`src/rtl/mips_pkg.sv`:
```
// mips_pkg: shared ALU select, ALUOp, funct and opcode constants for the ALU and its decoders.
package mips_pkg;
    localparam logic [3:0] SEL_AND = 4'b0000;
    localparam logic [3:0] SEL_OR  = 4'b0001;
    localparam logic [3:0] SEL_ADD = 4'b0010;
    localparam logic [3:0] SEL_SUB = 4'b0110;
    localparam logic [3:0] SEL_SLT = 4'b0111;
    localparam logic [3:0] SEL_NOR = 4'b1100;
    localparam logic [3:0] SEL_BAD = 4'b1111;

    localparam logic [1:0] ALUOP_MEM   = 2'b00;
    localparam logic [1:0] ALUOP_BEQ   = 2'b01;
    localparam logic [1:0] ALUOP_RTYPE = 2'b10;
    localparam logic [1:0] ALUOP_ITYPE = 2'b11;

    localparam logic [5:0] FUNCT_ADD = 6'b100000;
    localparam logic [5:0] FUNCT_SUB = 6'b100010;
    localparam logic [5:0] FUNCT_AND = 6'b100100;
    localparam logic [5:0] FUNCT_OR  = 6'b100101;
    localparam logic [5:0] FUNCT_SLT = 6'b101010;
    localparam logic [5:0] FUNCT_NOR = 6'b100111;

    localparam logic [5:0] OP_ADDI = 6'b001000;
    localparam logic [5:0] OP_ANDI = 6'b001100;
    localparam logic [5:0] OP_ORI  = 6'b001101;
    localparam logic [5:0] OP_SLTI = 6'b001010;
endpackage

```
`src/rtl/alu_control.sv`:
```
// alu_control: combinational ALUOp/funct/opcode to ALU select decoder with illegal-combination flag.
module alu_control
    import mips_pkg::*;
(
    input  logic [1:0] alu_op,
    input  logic [5:0] funct,
    input  logic [5:0] opcode,
    output logic [3:0] sel,
    output logic       illegal
);
    logic [3:0] r_sel;
    logic [3:0] i_sel;

    always_comb begin
        r_sel = SEL_BAD;
        case (funct)
            FUNCT_ADD: r_sel = SEL_ADD;
            FUNCT_SUB: r_sel = SEL_SUB;
            FUNCT_AND: r_sel = SEL_AND;
            FUNCT_OR:  r_sel = SEL_OR;
            FUNCT_SLT: r_sel = SEL_SLT;
            FUNCT_NOR: r_sel = SEL_NOR;
            default:   r_sel = SEL_BAD;
        endcase
        i_sel = SEL_BAD;
        case (opcode)
            OP_ADDI: i_sel = SEL_ADD;
            OP_ANDI: i_sel = SEL_AND;
            OP_ORI:  i_sel = SEL_OR;
            OP_SLTI: i_sel = SEL_SLT;
            default: i_sel = SEL_BAD;
        endcase
    end

    assign sel = (alu_op == ALUOP_MEM)   ? SEL_ADD :
                 (alu_op == ALUOP_BEQ)   ? SEL_SUB :
                 (alu_op == ALUOP_RTYPE) ? r_sel : i_sel;
    assign illegal = (sel == SEL_BAD);
endmodule

```
`src/rtl/id_ex_stage.sv`:
```
// id_ex_stage: ID/EX pipeline register with ALU select decode, stall/flush and EX/MEM, MEM/WB forwarding.
module id_ex_stage
    import mips_pkg::*;
#(
    parameter int DATA_W     = 32,
    parameter int REG_ADDR_W = 5
) (
    input  logic                  clk,
    input  logic                  rst,
    input  logic                  id_valid,
    input  logic                  stall,
    input  logic                  flush,
    input  logic [DATA_W-1:0]     id_rs_data,
    input  logic [DATA_W-1:0]     id_rt_data,
    input  logic [DATA_W-1:0]     id_imm,
    input  logic [REG_ADDR_W-1:0] id_rs,
    input  logic [REG_ADDR_W-1:0] id_rt,
    input  logic [REG_ADDR_W-1:0] id_rd,
    input  logic [5:0]            id_opcode,
    input  logic [5:0]            id_funct,
    input  logic [1:0]            id_alu_op,
    input  logic                  id_alu_src,
    input  logic                  id_reg_dst,
    input  logic                  id_reg_write,
    input  logic                  id_mem_read,
    input  logic                  id_mem_write,
    input  logic                  id_mem_to_reg,
    input  logic                  exmem_reg_write,
    input  logic [REG_ADDR_W-1:0] exmem_dst,
    input  logic [DATA_W-1:0]     exmem_result,
    input  logic                  memwb_reg_write,
    input  logic [REG_ADDR_W-1:0] memwb_dst,
    input  logic [DATA_W-1:0]     memwb_result,
    output logic [DATA_W-1:0]     ex_op1,
    output logic [DATA_W-1:0]     ex_op2,
    output logic [3:0]            ex_sel,
    output logic [DATA_W-1:0]     ex_store_data,
    output logic [REG_ADDR_W-1:0] ex_dst,
    output logic                  ex_valid,
    output logic                  ex_reg_write,
    output logic                  ex_mem_read,
    output logic                  ex_mem_write,
    output logic                  ex_mem_to_reg,
    output logic                  ex_illegal
);
    logic [3:0] dec_sel;
    logic       dec_illegal;

    alu_control u_alu_control (
        .alu_op  (id_alu_op),
        .funct   (id_funct),
        .opcode  (id_opcode),
        .sel     (dec_sel),
        .illegal (dec_illegal)
    );

    logic                  bubble, load;
    logic [DATA_W-1:0]     rs_data_d, rt_data_d, imm_d, rs_data_q, rt_data_q, imm_q;
    logic [REG_ADDR_W-1:0] rs_d, rt_d, dst_d, rs_q, rt_q, dst_q;
    logic [3:0]            sel_d, sel_q;
    logic                  valid_d, reg_write_d, mem_read_d, mem_write_d, mem_to_reg_d, illegal_d, alu_src_d;
    logic                  valid_q, reg_write_q, mem_read_q, mem_write_q, mem_to_reg_q, illegal_q, alu_src_q;

    // rst and flush both force a bubble; either one also overrides a stall
    assign bubble = rst | flush | ~id_valid;
    assign load   = rst | flush | ~stall;

    always_comb begin
        rs_data_d    = bubble ? '0 : id_rs_data;
        rt_data_d    = bubble ? '0 : id_rt_data;
        imm_d        = bubble ? '0 : id_imm;
        rs_d         = bubble ? '0 : id_rs;
        rt_d         = bubble ? '0 : id_rt;
        dst_d        = bubble ? '0 : (id_reg_dst ? id_rd : id_rt);
        sel_d        = bubble ? SEL_ADD : dec_sel;
        valid_d      = ~bubble;
        illegal_d    = ~bubble & dec_illegal;
        reg_write_d  = ~bubble & ~dec_illegal & id_reg_write;
        mem_read_d   = ~bubble & ~dec_illegal & id_mem_read;
        mem_write_d  = ~bubble & ~dec_illegal & id_mem_write;
        mem_to_reg_d = ~bubble & id_mem_to_reg;
        alu_src_d    = ~bubble & id_alu_src;
    end

    always_ff @(posedge clk) begin
        if (load) begin
            rs_data_q    <= rs_data_d;
            rt_data_q    <= rt_data_d;
            imm_q        <= imm_d;
            rs_q         <= rs_d;
            rt_q         <= rt_d;
            dst_q        <= dst_d;
            sel_q        <= sel_d;
            valid_q      <= valid_d;
            illegal_q    <= illegal_d;
            reg_write_q  <= reg_write_d;
            mem_read_q   <= mem_read_d;
            mem_write_q  <= mem_write_d;
            mem_to_reg_q <= mem_to_reg_d;
            alu_src_q    <= alu_src_d;
        end
    end

    logic [DATA_W-1:0] fwd_rs, fwd_rt;

    // EX/MEM is the younger producer, so it is checked first
    assign fwd_rs = (exmem_reg_write && exmem_dst == rs_q && rs_q != '0) ? exmem_result :
                    (memwb_reg_write && memwb_dst == rs_q && rs_q != '0) ? memwb_result : rs_data_q;
    assign fwd_rt = (exmem_reg_write && exmem_dst == rt_q && rt_q != '0) ? exmem_result :
                    (memwb_reg_write && memwb_dst == rt_q && rt_q != '0) ? memwb_result : rt_data_q;

    assign ex_op1        = fwd_rs;
    assign ex_op2        = alu_src_q ? imm_q : fwd_rt;
    assign ex_store_data = fwd_rt;
    assign ex_sel        = sel_q;
    assign ex_dst        = dst_q;
    assign ex_valid      = valid_q;
    assign ex_reg_write  = reg_write_q;
    assign ex_mem_read   = mem_read_q;
    assign ex_mem_write  = mem_write_q;
    assign ex_mem_to_reg = mem_to_reg_q;
    assign ex_illegal    = illegal_q;
endmodule

```
`config.mk`:
```
export PLATFORM = sky130hd
export DESIGN_NAME = id_ex_stage
export DESIGN_NICKNAME = d
export VERILOG_FILES = /design/src/rtl/mips_pkg.sv /design/src/rtl/alu_control.sv /design/src/rtl/id_ex_stage.sv
export SDC_FILE = /design/constraint.sdc
export NUM_CORES = 1
export LEC_CHECK = 0
export ABC_CLOCK_PERIOD_IN_PS = 4900
export BUFFER_PORTS_ARGS = -buffer_cell sky130_fd_sc_hd__buf_2
export CAP_MARGIN = 20
export CORE_AREA = 2 2 125 127
export CTS_CLUSTER_DIAMETER = 50
export DETAILED_ROUTE_END_ITERATION = 10
export DIE_AREA = 0 0 127 129
export HOLD_SLACK_MARGIN = 0.05
export PLACE_DENSITY = 0.81
export REMOVE_ABC_BUFFERS = 1
export SLEW_MARGIN = 5
export SYNTH_ARGS = -nofsm -noshare
export SYNTH_HDL_FRONTEND = slang
export SYNTH_HIERARCHICAL = 1
export SYNTH_SLANG_ARGS = --single-unit
```
`constraint.sdc`:
```
create_clock -name clk -period 4.9 [get_ports clk]
set_input_delay 0.49 -clock clk [delete_from_list [all_inputs] [get_ports clk]]
set_output_delay 0.49 -clock clk [all_outputs]
set_load 0.1 [all_outputs]
```
# After elaboration in Yosys (flattened, before gate mapping)
# Cells that the tools add are included.
[totals]
register_bits = 122
input_bits = 212
output_inout_bits = 111
elab_cells = 67
[op_classes]
n_eq_ne = 17
n_mux = 11
bitwise = 14
reduce_logical = 11
[ops]
columns = ["operator", "n"]
rows = [
  ["$mux 32", 5],
  ["$eq 6x6->1 const B", 6],
  ["$eq 6x4->1 const B", 4],
  ["$pmux 4 s6", 1],
  ["$eq 5x5->1", 4],
  ["$pmux 4 s4", 1],
  ["$mux 4", 3],
  ["$reduce_bool 5->1", 2],
  ["$logic_and 1x1->1", 8],
  ["$and 1x1->1", 7],
  ["$mux 5", 1],
  ["$eq 4x4->1 const B", 1],
  ["$not 1->1", 4],
  ["$or 1x1->1", 3],
  ["$eq 2x1->1 const B", 1],
  ["$eq 2x2->1 const B", 1],
  ["$logic_not 2->1", 1],
]

# Depth between registers and ports, before layout
# Gate-level depths: netlist (run 1).
[logic_depth]
word_depth = 9
depth_mapped = 7
ltp_nobuf = 5

# By module
# The synthesis (run 1) kept the hierarchy.
[modules_own_cells]
columns = ["module", "n_inst", "cells_each", "area_per_inst_um2", "seq_area_each_um2"]
rows = [
  ["id_ex_stage", 1, 646, 6976.7, 3663.5],
  ["alu_control", 1, 23, 151.4, 0.0],
]

# Least setup slack after synthesis (run 1)
# Ideal clock, no wire load.
[synth_timing]
path_type = "reg2out"
startpoint = "register rt_q[2]"
endpoint = "output ex_op2[10]"
t_arrival_ns = 3.983
required_time_ns = 4.410
setup_slack_ns = 0.427
path_stages_with_launch = 7
n_path_buf = 1
cell_sequence = "edfxtp_1 or4_4 nor2_1 buf_2 o31ai_1 a31oi_1 mux2_2"
[synth_between]
elab_chain_len = 6
word_cells_on_any_way = 10
cone_classes = "eq/ne (2); mux (3); reduce/logical (5)"
[synth_lines]
columns = ["item", "line", "text"]
rows = [
  ["from (decl)", "id_ex_stage.sv:59", "logic [REG_ADDR_W-1:0] rs_d, rt_d, dst_d, rs_q, rt_q, dst_q;"],
  ["from (signal assigned)", "id_ex_stage.sv:91", "rt_q <= rt_d;"],
  ["$eq 5x5->1", "id_ex_stage.sv:110", "(memwb_reg_write && memwb_dst == rt_q && rt_q != '0) ? memwb_result : rt_data_q;"],
  ["$logic_and 1x1->1 (2 in a row)", "id_ex_stage.sv:110", ""],
  ["$mux 32", "id_ex_stage.sv:110", ""],
  ["$mux 32 (*)", "id_ex_stage.sv:109", "assign fwd_rt = (exmem_reg_write && exmem_dst == rt_q && rt_q != '0) ? exmem_result :"],
  ["net ex_store_data[10]", "id_ex_stage.sv:37", "output logic [DATA_W-1:0] ex_store_data,"],
  ["$mux 32 (*)", "id_ex_stage.sv:113", "assign ex_op2 = alu_src_q ? imm_q : fwd_rt;"],
  ["to (decl)", "id_ex_stage.sv:35", "output logic [DATA_W-1:0] ex_op2,"],
]
# The timed path passes the listed nets; every way through them passes the cells marked *.

# Final worst setup path (run 1)
[layout_timing]
startpoint = "register rt_q[2]"
endpoint = "output ex_op2[16]"
[layout_between]
elab_chain_len = 6
word_cells_on_any_way = 10
cone_classes = "eq/ne (2); mux (3); reduce/logical (5)"
[layout_lines]
columns = ["item", "line"]
rows = [
  ["$eq 5x5->1", "id_ex_stage.sv:110"],
  ["$logic_and 1x1->1 (2 in a row)", "id_ex_stage.sv:110"],
  ["$mux 32", "id_ex_stage.sv:110"],
  ["$mux 32 (*)", "id_ex_stage.sv:109"],
  ["$mux 32 (*)", "id_ex_stage.sv:113"],
]
# Every way passes the cells marked *; elsewhere a longest branch is shown, timed or not.

==> flow_summary.json, run 1 <==
{
  "routed_via_density": 5.846,
  "grt_max_degree": 114,
  "synth.distinct_cells": 35,
  "cp-end-kind": "output pin",
  "slew_headroom_pct": 34.62,
  "critPathLaunchType": "register",
  "wl_per_cell_um": 20.04,
  "dieHeight_um": 129,
  "start_util_pct": 47.59,
  "die_area_mm2": 0.01638,
  "grt_pass1_wl_um": 34070,
  "cellPowerDensity_mw_per_mm2": 380.1,
  "required_ns": 4.41,
  "synth_ff_type": "edfxtp_1",
  "synthDominantCellAreaShare_pct": 51.40,
  "hpwl_um": 15920,
  "vdd_drop_max_mv": 0.2441,
  "drive_gt1_share_pct": 42.62,
  "rsz0062_at_grt": "no",
  "numCtsBuffers": 17,
  "fmax_mhz": 238.9,
  "synth-edff-count": 122,
  "path_max_fanout": 33,
  "vias": 6776,
  "worst_slew_pin_slew_ns": 0.9807,
  "period_share_pct": 85.44,
  "clock-sinks": 122,
  "core_area_mm2": 0.01498,
  "clk_path_buf_depth": 2,
  "hold_path.class": "input port to register",
  "ys_warn_count": 6,
  "yosysSeqAreaShare_pct": 51.40,
  "postSynthCellCount": 669,
  "overflow": 0,
  "area_delta_synth_final_pct": 33.46,
  "clockRootBuffer": "clkbuf_16",
  "crit_slowest_cell": "or2_2",
  "finalWorstPathRequiredPeriod_ns": 4.187,
  "io_buffers": 322,
  "initialDrtViolationCount": 514,
  "drc": 0,
  "tns_ns": 0,
  "gp_congestion": 0.8911,
  "wirelength_um": 23230,
  "maxSlewViolCount": 0,
  "finalHoldViolations": 0,
  "path_class": "register to output pin",
  "crit_arrival_ns": 3.70,
  "dr.pass1.iters": 5,
  "io_pins": 323,
  "synth_seq_cells": 122,
  "htreeDepth": 4,
  "cpPeakStageDelay_ns": 0.75,
  "dieWidth_um": 127,
  "min_path_cells": 2,
  "p_leak_nw": 4.581,
  "setup_viol_count_final": 0,
  "postLayoutSetupSlackWorst_ns": 0.7134,
  "cap_violations": 0,
  "cts_tree": "built",
  "postRouteAntennaNets": 0,
  "first_global_vias": 6470,
  "status": "complete, no violations",
  "gr-usage-all-layers_pct": 27.14,
  "nets": 1168,
  "postCtsSetupBuffers": 0,
  "synthArstFlopShare_pct": 0,
  "netlist_area_mm2": 0.007128,
  "antenna_found_initial": 3,
  "yosys-top-cells-area": "edfxtp_1 51%, and3_1 13%, mux2i_1 5.2%",
  "clk_pin_slew_worst_paths_ns": 0.06,
  "fillCellCount": 1211,
  "p_total_mw": 3.615,
  "core.rowCount": 45,
  "yosysTopAreaCell": "edfxtp_1",
  "top_regs": "imm_q x32, rs_data_q x32, rt_data_q x32",
  "cp_cell_sequence": "or4_4 > o211ai_4 > buf_4 > or2_2 > a31oi_1 > mux2_2 > buf_2",
  "cts-hold-fix-buffers": 0,
  "dp_slack_ns": 1.237,
  "cts.repair.resized": 0,
  "syn_avg_cell_area_um2": 10.65
}
==> critical path, delay by kind of cell (launching register included) <==
kind            cells  cell delay [ns]
simple gates        2             1.35
compound gates      2             0.43
buf+inv             2             0.70
flops               1             0.43
mux                 1             0.34
==> where the power goes <==
group / switching (mW) / total (mW) / internal [mW]
sequential: 0.0233 / 1.24 / 1.21
combinational: 0.817 / 1.03 / 0.211
clock: 0.489 / 1.35 / 0.861
total: 1.33 / 3.62 / 2.29
==> final cells by class <==
cell class | instances | area, µm² | share of cell area (%)
sequential | 122 | 3664 | 38.51
timing repair buffer | 339 | 1739 | 18.28
inverter | 2 | 7.507 | 0.07892
clock inverter | 15 | 212.7 | 2.236
clock buffer | 17 | 425.4 | 4.472
multi-input combinational | 474 | 3224 | 33.89
tap | 188 | 235.2 | 2.473
antenna | 2 | 5.005 | 0.05261
==> cell families (layout without fill, tap and decap cells) <==
| group | count (synthesis) | in the layout | share of synthesized area [%] |
|---|---|---|---|
| AO/OA/AOI/OAI | 105 | 105 | 9.303 |
| XOR/XNOR | 21 | 21 | 2.580 |
| buffers and inverters | 73 | 373 | 4.160 |
| flip-flops | 122 | 122 | 51.40 |
| multiplexers | 70 | 70 | 10.41 |
| other | 0 | 2 | 0 |
| AND/OR/NAND/NOR | 278 | 278 | 22.15 |
==> cells in the mapped netlist (all sizes together), types with 4 or more instances <==
cell / number
edfxtp: 122
xnor2: 16
nand2b: 4
buf: 13
nand4: 4
nor3: 33
o21ai: 33
and3: 144
mux2i: 37
mux2: 33
a31oi: 34
nor2: 10
xor2: 5
nand3: 32
clkbuf: 58
o31ai: 33
nand2: 37
==> cell usage in the layout, fill, tap and decap left out, drive strengths merged, types with 5 or more instances in the layout <==
cell / synthesis / final
nor3: 33 / 33
nand2: 37 / 37
edfxtp: 122 / 122
buf: 13 / 339
xnor2: 16 / 16
nor2: 10 / 10
o31ai: 33 / 33
clkinv: 0 / 7
clkbuf: 58 / 17
inv: 2 / 6
nand3: 32 / 32
mux2: 33 / 33
mux2i: 37 / 37
o21ai: 33 / 33
and3: 144 / 144
xor2: 5 / 5
a31oi: 34 / 34
==> final timing paths <==
kind                        from  slack, ns          to
worst max-delay path     rt_q[2]       0.71  ex_op2[16]
worst min-delay path  id_imm[29]       0.38   imm_q[29]
==> per-layer routing <==
metal	part of all wire (%)	vias to the layer above	wire length [µm]	GRT usage (%)
met2	50	393	11690	47.34
met1	38	3174	8736	31.70
met5	0.073	-	17	0
met4	3.1	2	730	12.22
li1	-	3148	-	-
met3	8.8	59	2054	6.985
==> through the flow <==
step,utilization (%),instance area (µm²),std cells,hold slack [ns]
floorplan,-,6839,598,0.7044
global placement,59.22,8870,1125,0.7970
detailed placement,59.22,8870,1125,0.8014
CTS,63.48,9508,1157,0.3631
global route,63.52,9513,1159,0.3662
finish,63.52,9513,1159,0.3790
(Power assumes the default switching activity.)
==> run 2, diff against run 1 <==
==> constraint.sdc (replaced) <==
create_clock -name clk -period 4.9 [get_ports clk]
set_input_delay 0.245 -clock clk [delete_from_list [all_inputs] [get_ports clk]]
set_output_delay 0.245 -clock clk [all_outputs]
set_load 0.1 [all_outputs]
==> run 2 against run 1 <==
First-iteration DRC count increased by 17%; hold slack got worse by 0.25 ns; maximum frequency increased by 17%; via count increased by 0.87%.
==> flow_summary.json, run 2 (synthesis results as in run 1) <==
{
  "status": "complete, no violations",
  "dieWidth_um": 127,
  "initialDrtViolationCount": 600,
  "maxSlewViolCount": 0,
  "grt_pass1_wl_um": 34870,
  "top_regs": "imm_q x32, rs_data_q x32, rt_data_q x32",
  "worst_slew_pin_slew_ns": 0.9342,
  "core.rowCount": 45,
  "min_from": "id_imm[30]",
  "clk_path_buf_depth": 2,
  "core_area_mm2": 0.01498,
  "routed_via_density": 5.897,
  "final_cell_mix": "322 x buf_2, 144 x and3_1, 122 x edfxtp_1",
  "overflow": 0,
  "p_total_mw": 3.464,
  "fillCellCount": 1204,
  "io_pins": 323,
  "finalHoldViolations": 0,
  "slew_headroom_pct": 37.72,
  "crit_arrival_ns": 3.34,
  "cellPowerDensity_mw_per_mm2": 366.2,
  "cap_violations": 0,
  "path_class": "register to output pin",
  "gr-usage-all-layers_pct": 27.62,
  "cts.repair.resized": 0,
  "io_buffers": 322,
  "antenna_found_initial": 2,
  "clockRootBuffer": "clkbuf_16",
  "cts-hold-fix-buffers": 0,
  "nets": 1169,
  "wl_per_cell_um": 20.30,
  "grt_max_degree": 110,
  "wirelength_um": 23530,
  "place_area_mm2": 0.008877,
  "first_global_vias": 6805,
  "whs_endpoint": "imm_q[30]",
  "p_leak_nw": 4.539,
  "vias": 6835,
  "final_cell_area_mm2": 0.009462,
  "setup_viol_count_final": 0,
  "fmax_mhz": 278.9,
  "dieHeight_um": 129,
  "cp-end-kind": "output pin",
  "hpwl_um": 15830,
  "clk_pin_slew_worst_paths_ns": 0.06,
  "instances_no_fill": 1159,
  "postCtsSetupBuffers": 0,
  "layout_commonest_cell": "buf_2",
  "place_inst": 1125,
  "start_util_pct": 47.59,
  "min_path_cells": 2,
  "period_share_pct": 73.17,
  "area_delta_synth_final_pct": 32.74,
  "numCtsBuffers": 17,
  "die_area_mm2": 0.01638,
  "fin_util_pct": 63.17,
  "whs_ns": 0.1285,
  "path_max_fanout": 32,
  "clock-sinks": 122,
  "vdd_drop_max_mv": 0.2443,
  "required_ns": 4.66,
  "critPathLaunchType": "register",
  "dp_slack_ns": 1.816,
  "tns_ns": 0,
  "dr.pass1.iters": 5,
  "drive_gt1_share_pct": 42.58,
  "rsz0062_at_grt": "no",
  "cts_tree": "built",
  "htreeDepth": 4,
  "drc": 0,
  "hold_path.class": "input port to register",
  "finalWorstPathRequiredPeriod_ns": 3.585,
  "postLayoutSetupSlackWorst_ns": 1.315,
  "postRouteAntennaNets": 0,
  "gp_congestion": 0.8247
}
## run 2: cell types whose count changed in the layout (fill, tap and decap cells not counted), sizes merged
cell	before	now
clkinvlp	0	6
bufinv	4	1
buf	339	340
diode	2	1
inv	6	3
## run 2: routing by layer
layer	up-vias	wire (µm)	global-route usage [%]
li1	3143	-	-
met1	3167	8584	31.06
met2	449	11770	48.42
met3	76	2330	7.817
met4	0	838	13.70
met5	-	0	0
## run 2: worst max path at each step
| stage | start | endpoint | slack, ns | depth (start not counted) |
|---|---|---|---|---|
| floorplan | rst | alu_src_q | -2.08 | 2 |
| global placement | rt_q[2] | ex_op2[4] | 1.88 | 6 |
| detailed placement | rt_q[2] | ex_op2[4] | 1.82 | 6 |
| CTS | rt_q[2] | ex_op2[4] | 1.28 | 6 |
| global route | rt_q[2] | ex_op2[4] | 1.19 | 6 |
| finish | rt_q[2] | ex_op2[4] | 1.31 | 6 |
## run 2: area by class of cell
type                    instances  area [µm²]  area share (%)
flip-flops and latches        122        3664           38.72
multi-input cells             474        3224           34.08
repair buffers                340        1774           18.75
clock buffers                  17       425.4           4.496
well taps                     188       235.2           2.486
clock inverters                15       128.9           1.362
inverters                       2       7.507         0.07934
diodes                          1       2.502         0.02645
## run 2: report_power, final
part           leakage, nW  internal [mW]  switching [mW]
clock                0.255          0.694           0.495
combinational         2.89          0.217           0.819
sequential            1.40           1.21          0.0269
## run 2: critical path, cell delays in order, from the launching register on
cell and delay [ns]:
edfxtp_1 0.43, or4_4 0.60, nor2_4 0.70, o31ai_1 0.19, a31oi_1 0.35, mux2_2 0.22, buf_2 0.42
